### src/rtl/load_store_unit.sv
// Load/store unit: checks a CPU load/store request and serialises it into little-endian
// single-byte accesses to a byte-wide memory with a one-cycle registered read.
module load_store_unit #(
  parameter int unsigned MEM_ADDR_W = 10
) (
  input  logic                  clock,
  input  logic                  reset_n,
  input  logic                  req_valid,
  output logic                  req_ready,
  input  logic                  req_write,
  input  logic [2:0]            req_funct3,
  input  logic [31:0]           req_addr,
  input  logic [31:0]           req_wdata,
  output logic                  resp_valid,
  output logic [31:0]           resp_rdata,
  output logic                  resp_error,
  output logic                  mem_en,
  output logic                  mem_we,
  output logic [MEM_ADDR_W-1:0] mem_addr,
  output logic [7:0]            mem_wdata,
  input  logic [7:0]            mem_rdata
);

  typedef enum logic [1:0] {StIdle, StXfer, StDrain, StResp} state_e;

  state_e                  state_q, state_d;
  logic                    write_q;
  logic [2:0]              funct3_q;
  logic [MEM_ADDR_W-1:0]   base_q;
  logic [31:0]             wdata_q;
  logic [1:0]              idx_q;
  logic [31:0]             rdata_q;
  logic                    error_q;

  logic       accept, legal, f3_ok, aligned, in_range;
  logic [1:0] last_idx, cap_lane;
  logic       cap_en;
  logic [31:0] ext_data;

  assign accept = req_valid && (state_q == StIdle);

  // Byte-only codes need no alignment; unsigned variants exist only for loads.
  always_comb begin
    f3_ok   = 1'b0;
    aligned = 1'b0;
    case (req_funct3)
      3'b000: begin f3_ok = 1'b1;       aligned = 1'b1;                 end
      3'b001: begin f3_ok = 1'b1;       aligned = ~req_addr[0];         end
      3'b010: begin f3_ok = 1'b1;       aligned = (req_addr[1:0] == 2'b00); end
      3'b100: begin f3_ok = ~req_write; aligned = 1'b1;                 end
      3'b101: begin f3_ok = ~req_write; aligned = ~req_addr[0];         end
      default: ;
    endcase
  end

  assign in_range = ((req_addr >> MEM_ADDR_W) == 32'd0);
  assign legal    = f3_ok && aligned && in_range;

  assign last_idx = funct3_q[1] ? 2'd3 : (funct3_q[0] ? 2'd1 : 2'd0);

  // Read data lags its access by one cycle, so byte idx-1 lands while idx is issued.
  assign cap_en   = !write_q && (((state_q == StXfer) && (idx_q != 2'd0)) || (state_q == StDrain));
  assign cap_lane = (state_q == StDrain) ? last_idx : idx_q - 2'd1;

  always_comb begin
    state_d = state_q;
    case (state_q)
      StIdle:  if (req_valid) state_d = legal ? StXfer : StResp;
      StXfer:  if (idx_q == last_idx) state_d = write_q ? StResp : StDrain;
      StDrain: state_d = StResp;
      StResp:  state_d = StIdle;
      default: state_d = StIdle;
    endcase
  end

  always_ff @(posedge clock or negedge reset_n) begin
    if (!reset_n) begin
      state_q  <= StIdle;
      write_q  <= 1'b0;
      funct3_q <= 3'b000;
      base_q   <= '0;
      wdata_q  <= 32'd0;
      idx_q    <= 2'd0;
      rdata_q  <= 32'd0;
      error_q  <= 1'b0;
    end else begin
      state_q <= state_d;
      if (accept) begin
        write_q  <= req_write;
        funct3_q <= req_funct3;
        base_q   <= req_addr[MEM_ADDR_W-1:0];
        wdata_q  <= req_wdata;
        idx_q    <= 2'd0;
        rdata_q  <= 32'd0;
        error_q  <= ~legal;
      end else begin
        if (state_q == StXfer) idx_q <= idx_q + 2'd1;
        if (cap_en) rdata_q[{cap_lane, 3'b000} +: 8] <= mem_rdata;
      end
    end
  end

  always_comb begin
    case (funct3_q)
      3'b000:  ext_data = {{24{rdata_q[7]}}, rdata_q[7:0]};
      3'b001:  ext_data = {{16{rdata_q[15]}}, rdata_q[15:0]};
      3'b100:  ext_data = {24'd0, rdata_q[7:0]};
      3'b101:  ext_data = {16'd0, rdata_q[15:0]};
      default: ext_data = rdata_q;
    endcase
  end

  assign req_ready  = (state_q == StIdle);
  assign resp_valid = (state_q == StResp);
  assign resp_error = resp_valid && error_q;
  assign resp_rdata = (resp_valid && !error_q && !write_q) ? ext_data : 32'd0;

  assign mem_en    = (state_q == StXfer);
  assign mem_we    = mem_en && write_q;
  assign mem_addr  = mem_en ? base_q + MEM_ADDR_W'(idx_q) : '0;
  assign mem_wdata = mem_en ? wdata_q[{idx_q, 3'b000} +: 8] : 8'd0;

endmodule

### config.mk
export PLATFORM = sky130hd
export DESIGN_NAME = load_store_unit
export DESIGN_NICKNAME = d
export VERILOG_FILES = /design/src/rtl/load_store_unit.sv
export SDC_FILE = /design/constraint.sdc
export NUM_CORES = 1
export LEC_CHECK = 0
export CORE_ASPECT_RATIO = 0.6
export CORE_UTILIZATION = 43
export CTS_CLUSTER_DIAMETER = 150
export CTS_CLUSTER_SIZE = 20
export DETAILED_ROUTE_END_ITERATION = 8
export PLACE_DENSITY = 0.88
export SYNTH_ARGS = -nofsm -noshare
export SYNTH_HDL_FRONTEND = slang
export SYNTH_SLANG_ARGS = --single-unit
### constraint.sdc
create_clock -name clock -period 2.8 [get_ports clock]
set_clock_uncertainty 0.1 [all_clocks]
set_input_delay 0.56 -clock clock [delete_from_list [all_inputs] [get_ports clock]]
set_output_delay 0.56 -clock clock [all_outputs]
set_load 0.02 [all_outputs]
# == After elaboration in Yosys (flattened, before gate mapping) ==
# Cells that the tools add are included.
# classes
add_sub_neg,4
mul,0
div_mod_pow,0
magnitude_cmp,0
n_eq_ne,13
shifts,3
n_mux,19
bitwise_logic,3
n_reduce_logical,25
# ops
cell,count
32-bit case mux with 4 select lines,1
32-bit two-way mux,3
32-bit bitwise mux,1
32-bit zero test,1
8-bit by 7-bit variable shift with 32-bit output (first input constant),1
32-bit by 6-bit variable part select with 8-bit output,1
8-bit by 7-bit variable part select with 32-bit output,1
2-bit two-way mux,7
3-bit equality test (second input constant),4
10-bit by 2-bit adder with 10-bit output,1
10-bit two-way mux,1
1-bit logical AND,9
8-bit two-way mux,1
2-bit case mux with 4 select lines,1
5-bit negator with 7-bit output,1
3-bit by 1-bit equality test with 1-bit output (second input constant),2
3-bit zero test,2
2-bit nonzero test,3
2-bit OR reduction,3
2-bit equality test (second input constant),2
2-bit zero test,2
3-bit by 2-bit equality test with 1-bit output (second input constant),1
1-bit NOT,3
1-bit case mux with 3 select lines,1
other kinds (12),14
# word_totals
regBits,83
latchBits,0
ram_bits,0
rom_bits,0
mem_count,0

# == Logic depth before layout (Yosys ltp) ==
# Gate-level depths: netlist of run 1.
# depth
word_depth,8
mapped_depth,11
ltp_nobuf,9

# == Worst setup path before layout of run 1 ==
# OpenSTA, ideal clock, no wires.
# synth_path
path_kind,flip-flop to flip-flop
startpoint,register idx_q[1]
endpoint,register rdata_q[16]
arrival_time_ps,2625
required_ps,2633
setup_slack_ps,8
path_stages_with_launch,11
period_less_slack_ps,2792
cell_sequence,dfrtp_1 -> buf_1 -> inv_1 -> ha_1 -> nand2b_1 -> and2_1 -> inv_1 -> ha_1 -> a2111o_1 -> nor4b_4 -> a22o_1
# synth_via
elab_chain_len,7
# synth_rtl
element,line_no,text
from (decl),31,logic [1:0] idx_q;
from (signal assigned),97,if (state_q == StXfer) idx_q <= idx_q + 2'd1;
2-bit by 1-bit subtractor with 2-bit output,63,assign cap_lane = (state_q == StDrain) ? last_idx : idx_q - 2'd1;
2-bit two-way mux,63,
5-bit negator with 7-bit output,98,"if (cap_en) rdata_q[{cap_lane, 3'b000} +: 8] <= mem_rdata;"
8-bit by 7-bit variable part select with 32-bit output or 8-bit by 7-bit variable shift with 32-bit output (tied branches),98,
32-bit bitwise mux,98,
32-bit two-way mux,98,
32-bit two-way mux,88,if (accept) begin
"to (signal, indexed assignment)",98,
to (decl),32,logic [31:0] rdata_q;
# Parallel ways exist; a longest one is shown, timed or not. The select of a mux whose other input is x is not followed.
# A chain may end at the register's enable or synchronous reset.

# == Worst setup path after layout of run 1 ==
# layout_path
startpoint,register idx_q[0]
endpoint,output mem_wdata[4]
# layout_via
elab_chain_len,2
# layout_rtl
element,line_no,text
32-bit by 6-bit variable part select with 8-bit output,121,"assign mem_wdata = mem_en ? wdata_q[{idx_q, 3'b000} +: 8] : 8'd0;"
8-bit two-way mux,121,
to (decl),20,"output logic [7:0] mem_wdata,"
# Every way passes these cells.

==> out/results.ini, run 1 <==
[cells_and_area]
final_layout_size_suffix_gt1_share_pct=9.47
final_cells=753
fin_util_pct=65.3
finalNetCount=709
final_common_cell=nand2_1
antenna_cells=0
area_growth_pct=43.0
final_cell_mix=141 x nand2_1, 95 x clkdlybuf4s50_1, 82 x dfrtp_1

[cts]
clkSinkCount=83
clockBufferDepth=2
clk_latency_ns=0.33
h-tree-depth=3
cts_root_buffer=clkbuf_16
cts_made_buffers=9
clk_pin_slew_ns=0.06
cts_tree=done

[critical_path]
slowest_stage=clkdlybuf4s50_1
ff2ff_path_depth=11
critPathKind=register to output port
crit_end=mem_wdata[4]
cp-end-kind=output port
path_cells=buf_4 > mux4_2 > and2_1 > clkdlybuf4s50_1
cp.required_ns=2.14
critPathMaxFanout=9
cp-start-kind=register
r2r-end=rdata_q[11]$_DFFE_PN0P_
r2r_start=idx_q[0]$_DFFE_PN0P_
worstPathArrival_ns=2.08
crit_start=idx_q[0]$_DFFE_PN0P_
r2r_slack_ns=0.09
cp_slowest_stage_delay_ns=0.53

[synth]
synthFlopType=dfrtp_1
syn_inst=477
synth_mux_area_share_pct=4.64
synth.area.top_cells=dfrtp_1 48%, nand2_1 12%, a22o_1 4.9%
synth_area_leader_cell=dfrtp_1
synth_compound_area_share_pct=14.1
syn-cell-area_um2=4320
synthSimpleGateAreaFrac_pct=22.1
synth_top_area_share_pct=48.1
synth_top_family_by_area=simple AND/OR/NAND/NOR gates
synth-xor-area-share_pct=1.62
ys_seq_area_share_pct=48.1
ys_types=43
async_flop_share_pct=100
ys_warn_count=0
synth_seq_cells=83
synth-edff-count=0
syn_avg_cell_area_um2=9.05
yosys.area_share.adder_pct=3.65
syn_nets=568

[global_routing]
grt_max_degree=60
grt_pass1_wl_mm=19.8
gr-total-overflow=0
grt_usage_pct=24.3
grt_pass1_vias=3957
grt_antenna_before_repair=1

[die]
die_w_um=131
num_rows=27
coreArea_um2=9460
dieHeight_um=79.6
io-pin-count=134
die_area_um2=10500
start_util_pct=45.6

[power]
power_density_nw_per_um2=1010
ir_drop_v=0.000532
finalPower_uw=6220
p_leak_uw=0.00304

[timing]
max_freq_mhz=366
hold_viol=0
final.setup.tns_ns=0
min_period_ns=2.74
slew_headroom_pct=51.8
finalMaxSlewViolations=0
worstMarginPinSlew_ns=0.723
final-setup-viol-count=0
fin_crit_sh_pct=97.7

[run_status]
run_status=completed

[routing]
postRouteAntennaNets=0
viasPerCell=5.26
drc=0
wl_per_cell_um=16.0
via_count=3964
drtIter0Drc=287
firstDrtPassIters=5
routed_wl_mm=12.0

[min_path]
hp-class=primary input to async pin

[placement]
io_buffers=133
dp_cells=732
place_hpwl_mm=9.00
gp_congestion=0.838

[run]
cap_viol_max_count=0

[per-layer routing]
layer  GRT usage, %  up-vias  share of wire, %
met5              0        -                 0
met4           6.86        0               1.5
met3           6.92       18               9.5
met2           38.1      181                45
met1           32.9     1897                44
li1               -     1868                 -
[synthesized netlist by cell type (2+ instances only)]
library cell / n
a22o_1: 24
nor4_1: 5
buf_2: 3
nand2_1: 141
a21oi_1: 29
mux4_2: 8
nor2_1: 17
buf_1: 7
a21boi_0: 2
nand3b_1: 2
inv_1: 43
and2_1: 19
a21o_1: 2
xnor2_1: 4
nand4_1: 3
o21ai_0: 14
dfrtp_1: 83
o32ai_1: 8
clkbuf_1: 13
nor2b_1: 2
ha_1: 11
xor2_1: 4
nand3_1: 6
nor3_1: 3
mux2i_1: 2
nand2b_1: 5
[how the worst min path moves through the flow]
| stage | start | to | slack, ns | cells past startpoint |
|---|---|---|---|---|
| final | reset_n | wdata_q[17]$_DFFE_PN0P_ | 0.14 | 1 |
| after detailed placement | wdata_q[2]$_DFFE_PN0P_ | wdata_q[2]$_DFFE_PN0P_ | 0.36 | 2 |
| after floorplan | reset_n | base_q[0]$_DFFE_PN0P_ | 0.16 | 0 |
| after global placement | wdata_q[23]$_DFFE_PN0P_ | wdata_q[23]$_DFFE_PN0P_ | 0.35 | 2 |
| after CTS | reset_n | wdata_q[17]$_DFFE_PN0P_ | 0.16 | 1 |
| after global routing | reset_n | wdata_q[6]$_DFFE_PN0P_ | 0.18 | 1 |
[critical path: cells and delay by family (launching register included)]
kind	cells	cell delay (ns)
simple gates	1	0.17
mux	1	0.50
buf+inv	2	0.71
flops	1	0.35
[through the flow]
| stage | area (um2) | hold slack, ns | setup slack [ns] |
|---|---|---|---|
| 2_1_floorplan | 4320 | 0.164 | 0.00764 |
| 3_3_place_gp | 5850 | 0.355 | 0.110 |
| 3_5_place_dp | 5850 | 0.364 | -0.0387 |
| 4_1_cts | 6130 | 0.164 | 0.00888 |
| 5_1_grt | 6170 | 0.180 | -0.0344 |
| 6_report | 6170 | 0.145 | 0.0643 |
[kinds of logic (layout without fill, tap and decap cells)]
group	Yosys count	count (layout)
XOR/XNOR	8	8
adder cells (fa/ha/maj)	12	12
multiplexers	10	10
AO/OA/AOI/OAI	88	88
buffers and inverters	66	212
AND/OR/NAND/NOR	210	210
flip-flops	83	83
[registers in the layout (all words and copies together), names as in the netlist]
signal / cells
base_q: 10
error_q: 1
funct3_q: 3
idx_q: 2
rdata_q: 32
state_q: 2
wdata_q: 32
write_q: 1
[power breakdown]
group,switching (uW),internal [uW],total [uW]
logic,1670,1300,2970
clock network,462,692,1150
registers,369,1730,2090
total,2500,3720,6220
[repair_timing]
action | 4_1_cts | 5_1_grt
pin swaps | 2 | 5
setup endpoints to repair | 47 | 45
resized for setup | 35 | 25
endpoints found under the hold margin | 0 | 0
setup buffers | 3 | 2
hold buffers | 0 | 0
[final cells by class]
| cell class | count | area [um2] |
|---|---|---|
| sequential | 83 | 2080 |
| tap | 130 | 163 |
| multi-input combinational | 328 | 2020 |
| fill | 751 | 3280 |
| inverter | 43 | 161 |
| clock buffer | 12 | 236 |
| timing repair buffer | 153 | 1460 |
| clock inverter | 4 | 51.3 |
Power figures use the tool's default switching activity.
==> run 2: changes to the inputs <==
--- a/config.mk
+++ b/config.mk
@@ -6,11 +6,12 @@
 export NUM_CORES = 1
 export LEC_CHECK = 0
 export CORE_ASPECT_RATIO = 0.6
-export CORE_UTILIZATION = 43
+export CORE_UTILIZATION = 44
+export CTS_BUF_LIST = sky130_fd_sc_hd__clkbuf_8
 export CTS_CLUSTER_DIAMETER = 150
 export CTS_CLUSTER_SIZE = 20
 export DETAILED_ROUTE_END_ITERATION = 8
-export PLACE_DENSITY = 0.88
+export PLACE_DENSITY = 0.89
 export SYNTH_ARGS = -nofsm -noshare
 export SYNTH_HDL_FRONTEND = slang
 export SYNTH_SLANG_ARGS = --single-unit
==> run 2 against run 1 <==
Against the previous run:
- total power down 5.9%
- first-iteration DRC count up 2.1%
- die area down 2.2%
- critical path type unchanged
- maximum frequency up 0.21%
- clock-buffer cell count down 2
- combinational power about the same
- highest routed layer unchanged
- sequential share of layout area up 0.75 points
- sequential power about the same
- core utilization down 0.74 points
==> out/results.ini, run 2 (synthesis gave the netlist of run 1 again) <==
[timing]
slew_headroom_pct=52.7  ; +0.92 points
final.setup.tns_ns=0  ; unchanged
finalMaxSlewViolations=0  ; unchanged
hold_viol=0  ; unchanged
fin_crit_sh_pct=97.5  ; -0.21 points
min_period_ns=2.73  ; -0.00575 ns
final-setup-viol-count=0  ; unchanged
worstMarginPinSlew_ns=0.709  ; -0.0146 ns
max_freq_mhz=366  ; +0.21%
rsz0062_at_grt=false

[cts]
cts_made_buffers=9  ; unchanged
cts_tree=done
clk_latency_ns=0.37  ; +0.04 ns
clockBufferDepth=2  ; unchanged
hold_buffers=0  ; unchanged
h-tree-depth=3  ; unchanged
clk_pin_slew_ns=0.08  ; +0.02 ns
clkSinkCount=83  ; unchanged
cts_root_buffer=clkbuf_8

[power]
p_int_uw=3350  ; -9.8%
pwr-share-clk_pct=13.6  ; -5.0 points
p_sw_uw=2500  ; -0.11%
p_leak_uw=0.00299  ; -1.7%
power_frac_seq_pct=35.8  ; +2.1 points
p_sw_share_pct=42.7  ; +2.5 points
power_density_nw_per_um2=968  ; -3.8%
finalPower_uw=5850  ; -5.9%
combPwrFrac_pct=50.5  ; +2.8 points
ir_drop_v=0.000389  ; -27%

[critical_path]
r2r_start=idx_q[0]$_DFFE_PN0P_
crit_start=state_q[1]$_DFFE_PN0P_
worstPathArrival_ns=2.07  ; about the same
critPathKind=register to output port
cp-start-kind=register
r2r_slack_ns=0.13  ; +0.04 ns
critPathMaxFanout=16  ; +7
cp.required_ns=2.14  ; about the same
cp-end-kind=output port

[global_routing]
grt_pass1_vias=3878  ; -2.0%
grt_max_degree=52  ; -13%
grt_antenna_before_repair=0  ; -1
grt_pass1_wl_mm=19.3  ; -2.6%
gr-total-overflow=0  ; unchanged
grt_usage_pct=25.1  ; +0.79 points

[routing]
routed_wl_mm=12.2  ; +1.4%
drtIter0Drc=293  ; +2.1%
postRouteAntennaNets=0  ; unchanged
via_count=3983  ; +0.48%
viasPerCell=5.32  ; +1.0%
firstDrtPassIters=5  ; unchanged
drc=0  ; unchanged
wl_per_cell_um=16.3  ; +2.0%

[die]
io-pin-count=134  ; unchanged
start_util_pct=46.1  ; +0.49 points
dieHeight_um=78.7  ; -1.1%
die_w_um=130  ; -1.1%
num_rows=27  ; unchanged
coreArea_um2=9360  ; -1.1%
die_area_um2=10200  ; -2.2%

[run_status]
run_status=completed

[min_path]
hp-class=primary input to async pin

[cells_and_area]
antenna_cells=0  ; unchanged
nFillCells=731  ; -2.7%
final_layout_size_suffix_gt1_share_pct=10.2  ; +0.71 points
finalNetCount=705  ; -0.56%
final_common_cell=nand2_1
final_cells=749  ; -0.53%
final_cell_mix=140 x nand2_1, 91 x clkdlybuf4s50_1, 82 x dfrtp_1
fin_util_pct=64.5  ; -0.74 points
top_regs=rdata_q: 32 flops, wdata_q: 32 flops, base_q: 10 flops
area_growth_pct=39.9

[run]
cap_viol_max_count=0  ; unchanged

[placement]
place_hpwl_mm=8.98  ; -0.15%
gp_congestion=0.852  ; +1.7%
io_buffers=133  ; unchanged
dp_cells=729  ; -0.41%

[run 2: changes by cell type in the layout (fill, tap and decap cells not counted), moves of 4 or more]
cell             previous run  this run
dlygate4sd2_1              27        15
clkbuf_8                    0        10
clkbuf_16                   9         0
clkdlybuf4s15_1             1        10
clkbuf_2                    2         8
buf_4                      20        15
clkdlybuf4s50_1            95        91
[run 2: power by group through the flow]
| stage | clock network, uW | registers [uW] | logic, uW |
|---|---|---|---|
| 4_1_cts | 816 | 2080 | 2910 |
| 6_report | 796 | 2100 | 2960 |
| 3_3_place_gp | 0 | 2060 | 2810 |
| 2_1_floorplan | 0 | 1980 | 1990 |
| 5_1_grt | 867 | 2150 | 3250 |
| 3_5_place_dp | 0 | 2090 | 2960 |
[run 2: final timing paths]
kind                                               end  depth (start not counted)
worst max-delay path                    resp_rdata[15]                          4
worst min-delay path            wdata_q[9]$_DFFE_PN0P_                          1
worst max register to register  rdata_q[9]$_DFFE_PN0P_                         11
worst min register to register  wdata_q[9]$_DFFE_PN0P_                          2
max in group asynchronous         idx_q[1]$_DFFE_PN0P_                          2
min in group clock              wdata_q[9]$_DFFE_PN0P_                          2
[run 2: repair_timing]
item	4_1_cts	5_1_grt
pin swaps	1	3
gates resized for setup	42	39
buffers inserted	2	2
endpoints found under the setup margin	49	58
[run 2: area by class of cell]
type / count / area, um2 / share of cell area [%]
Sequential cell: 83 / 2080 / 34.4
Multi-Input combinational cell: 328 / 2030 / 33.7
Timing Repair Buffer: 149 / 1430 / 23.6
Tap cell: 130 / 163 / 2.69
Inverter: 43 / 161 / 2.67
Clock buffer: 10 / 138 / 2.28
Clock inverter: 6 / 40.0 / 0.663
[run 2: layer usage]
metal	routed length [um]	GRT usage, %	vias up	share of wire (%)
met3	940	7.75	21	7.7
met1	5450	33.7	1941	45
met2	5620	39.5	157	46
li1	-	-	1864	-
met4	198	6.40	0	1.6
met5	0	0	-	0
[run 2: critical path, stage by stage (launching register included)]
cell	delay, ns
dfrtp_1	0.44
ha_2	0.30
nand2_4	0.16
a21oi_1	0.18
clkdlybuf4s50_1	0.63
[run 2: through the flow]
stage / worst slack [ns] / hold WS, ns / instance area [um2]
4_1_cts: 0.00241 / 0.128 / 6000
3_5_place_dp: 0.0218 / 0.361 / 5820
5_1_grt: 0.00178 / 0.151 / 6040
6_report: 0.0701 / 0.0963 / 6040
3_3_place_gp: 0.113 / 0.355 / 5820
2_1_floorplan: 0.00764 / 0.164 / 4320
==> run 3: changes to the inputs <==
==> constraint.sdc (replaced) <==
create_clock -name clock -period 2.4 [get_ports clock]
set_clock_uncertainty 0.1 [all_clocks]
set_input_delay 0.48 -clock clock [delete_from_list [all_inputs] [get_ports clock]]
set_output_delay 0.48 -clock clock [all_outputs]
set_load 0.02 [all_outputs]
==> run 3 against run 2 <==
Against the previous run:
- the run now ends with setup timing left
- combinational power rose by 68%
- global-route usage rose by 3.8 points
- setup slack worse by 0.30 ns
- hold slack gained 0.28 ns
- register-to-register slack got worse by 0.36 ns
- sequential power grew 18%
- sequential share of layout area is 3.2 points lower
- cell count rose by 4.5%
- largest cell class is now multi-input gates
- clock power increased by 37%
==> out/results.ini, run 3 (synthesis gave the netlist of run 1 again) <==
[routing]
viasPerCell=5.73  ; +7.7%
routed_wl_mm=15.6  ; +27%
firstDrtPassIters=5  ; unchanged
drtIter0Drc=402  ; +37%
wl_per_cell_um=19.9  ; +22%
via_count=4484  ; +13%
postRouteAntennaNets=0  ; unchanged
drc=0  ; unchanged

[global_routing]
grt_use_met3_pct=9.64  ; +1.9 points
grt_usage_pct=28.8  ; +3.8 points
grt_antenna_before_repair=0  ; unchanged
gr-total-overflow=0  ; unchanged
use_met2_pct=47.2  ; +7.7 points
use_met1_pct=34.3  ; +0.53 points
grt_pass1_vias=4529  ; +17%
grt_max_degree=63  ; +21%
grt_pass1_wl_mm=22.1  ; +14%
top_usage_layer=met2

[critical_path]
crit_cells=12  ; +8
r2r_slack_ns=-0.23  ; -0.36 ns
crit_end=rdata_q[21]$_DFFE_PN0P_
path_cells=buf_4 > buf_8 > inv_4 > ha_4 > nand2b_4 > and2_4 > inv_4 > ha_4 > a2111o_1 > nor4b_4 > buf_6 > a22o_1
path_delay_family=buffers and inverters
r2r-end=rdata_q[21]$_DFFE_PN0P_
critPathMaxFanout=9  ; -7
cp-end-kind=register
worstPathArrival_ns=2.83  ; +0.76 ns
cp-start-kind=register
cp_slowest_stage_delay_ns=0.41  ; -0.22 ns
critPathKind=register to register
crit_start=idx_q[1]$_DFFE_PN0P_
r2r_start=idx_q[1]$_DFFE_PN0P_
cp_num_buf_inv=5  ; +4
ff2ff_path_depth=12  ; +1
slowest_stage=dfrtp_1
cp.required_ns=2.61  ; +0.47 ns

[cells_and_area]
fin_util_pct=71.1  ; +6.5 points
finalNetCount=739  ; +4.8%
area_growth_pct=54.0
final_cell_mix=141 x nand2_1, 82 x dfrtp_1, 78 x clkdlybuf4s50_1
final_layout_size_suffix_gt1_share_pct=28.0  ; +18 points
antenna_cells=0  ; unchanged
final_common_cell=nand2_1
top_regs=rdata_q: 32 flops, wdata_q: 32 flops, base_q: 10 flops

[power]
ir_drop_v=0.000545  ; +40%
p_leak_uw=0.00313  ; +4.8%
power_density_nw_per_um2=1280  ; +33%

[timing]
finalMaxSlewViolations=0  ; unchanged
worstMarginPinSlew_ns=0.501  ; -0.207 ns
setup_slack_ns=-0.227  ; -0.297 ns
hold_viol=0  ; unchanged
rsz0062_at_grt=true
final-setup-viol-count=38  ; +38
max_freq_mhz=381
fin_crit_sh_pct=109
slew_headroom_pct=66.3  ; +14 points
min_period_ns=2.63

[run_status]
failed_checks=setup timing
run_status=finished, violations left

[placement]
place_hpwl_mm=9.42  ; +4.9%
io_buffers=133  ; unchanged
gp_congestion=0.850  ; -0.26%
dpl_worst_slack_ns=-0.322  ; -0.344 ns

[die]
num_rows=27  ; unchanged
start_util_pct=46.1  ; unchanged
coreArea_um2=9360  ; unchanged
dieHeight_um=78.7  ; unchanged
die_w_um=130  ; unchanged
io-pin-count=134  ; unchanged
die_area_um2=10200  ; unchanged

[cts]
clk_latency_ns=0.37  ; about the same
h-tree-depth=3  ; unchanged
cts_made_buffers=9  ; unchanged
clkSinkCount=83  ; unchanged
clockBufferDepth=2  ; unchanged
cts_root_buffer=clkbuf_8
cts_tree=done
clk_pin_slew_ns=0.09  ; about the same

[run]
cap_viol_max_count=0  ; unchanged

[min_path]
hp-class=register to register
whs_path_depth=2

[run 3: cell types whose count changed in the layout (fill, tap and decap cells not counted), moves of 9 or more]
| cell | change |
|---|---|
| buf_4 | +31 |
| and2_1 | -9 |
| a21oi_1 | -17 |
| clkdlybuf4s50_1 | -13 |
| clkbuf_2 | +9 |
| clkdlybuf4s15_1 | -10 |
| dlygate4sd2_1 | -13 |
| and2_4 | +9 |
| a21oi_2 | +10 |
| buf_6 | +26 |
[run 3: timing repair]
item / in CTS / in global routing
setup buffers: 9 / 9
setup endpoints to repair: 85 / 85
resized for setup: 194 / 145
gates cloned: 0 / 1
hold endpoints to repair: 27 / 0
pin swaps: 20 / 33
hold buffers: 1 / 0
[run 3: worst register-to-register path, cell delays in order, from the launching register on]
cell,delay [ns]
dfrtp_1,0.41
buf_4,0.15
buf_8,0.14
inv_4,0.07
ha_4,0.20
nand2b_4,0.07
and2_4,0.16
inv_4,0.05
ha_4,0.15
a2111o_1,0.40
nor4b_4,0.31
buf_6,0.19
a22o_1,0.17
[run 3: where the power goes]
part / internal, uW / switching, uW / total, uW
logic: 2290 / 2690 / 4980
registers: 2010 / 466 / 2480
clock network: 575 / 515 / 1090
[run 3: layout make-up]
cell class	count	area, um2
repair buffers	183	1710
clock buffers	9	124
inverters	43	174
flip-flops and latches	83	2080
well taps	130	163
fillers	581	2710
multi-input cells	328	2320
clock inverters	7	85.1
[run 3: metrics by stage]
step	cell area, um2	std cells	total power (uW)	hold slack (ns)	TNS, ns
2_1_floorplan	4350	477	4700	0.0844	0
3_3_place_gp	6010	748	6010	0.320	-1.59
3_5_place_dp	6010	748	6260	0.327	-7.65
4_1_cts	6410	774	7770	0.381	-3.97
5_1_grt	6650	783	8960	0.392	-7.49
6_report	6650	783	8550	0.377	-4.28
[run 3: how the worst min path moves through the flow]
stage / start / to / slack (ns)
5_1_grt: wdata_q[9]$_DFFE_PN0P_ / wdata_q[9]$_DFFE_PN0P_ / 0.39
2_1_floorplan: reset_n / base_q[0]$_DFFE_PN0P_ / 0.08
4_1_cts: wdata_q[8]$_DFFE_PN0P_ / wdata_q[8]$_DFFE_PN0P_ / 0.38
3_3_place_gp: reset_n / wdata_q[24]$_DFFE_PN0P_ / 0.32
3_5_place_dp: reset_n / wdata_q[24]$_DFFE_PN0P_ / 0.33
6_report: wdata_q[8]$_DFFE_PN0P_ / wdata_q[8]$_DFFE_PN0P_ / 0.38
[run 3: metal layers]
layer,vias to the layer above,wire length [um]
li1,1933,-
met1,2178,6120
met2,280,7380
met3,93,1250
met4,0,808
met5,-,0
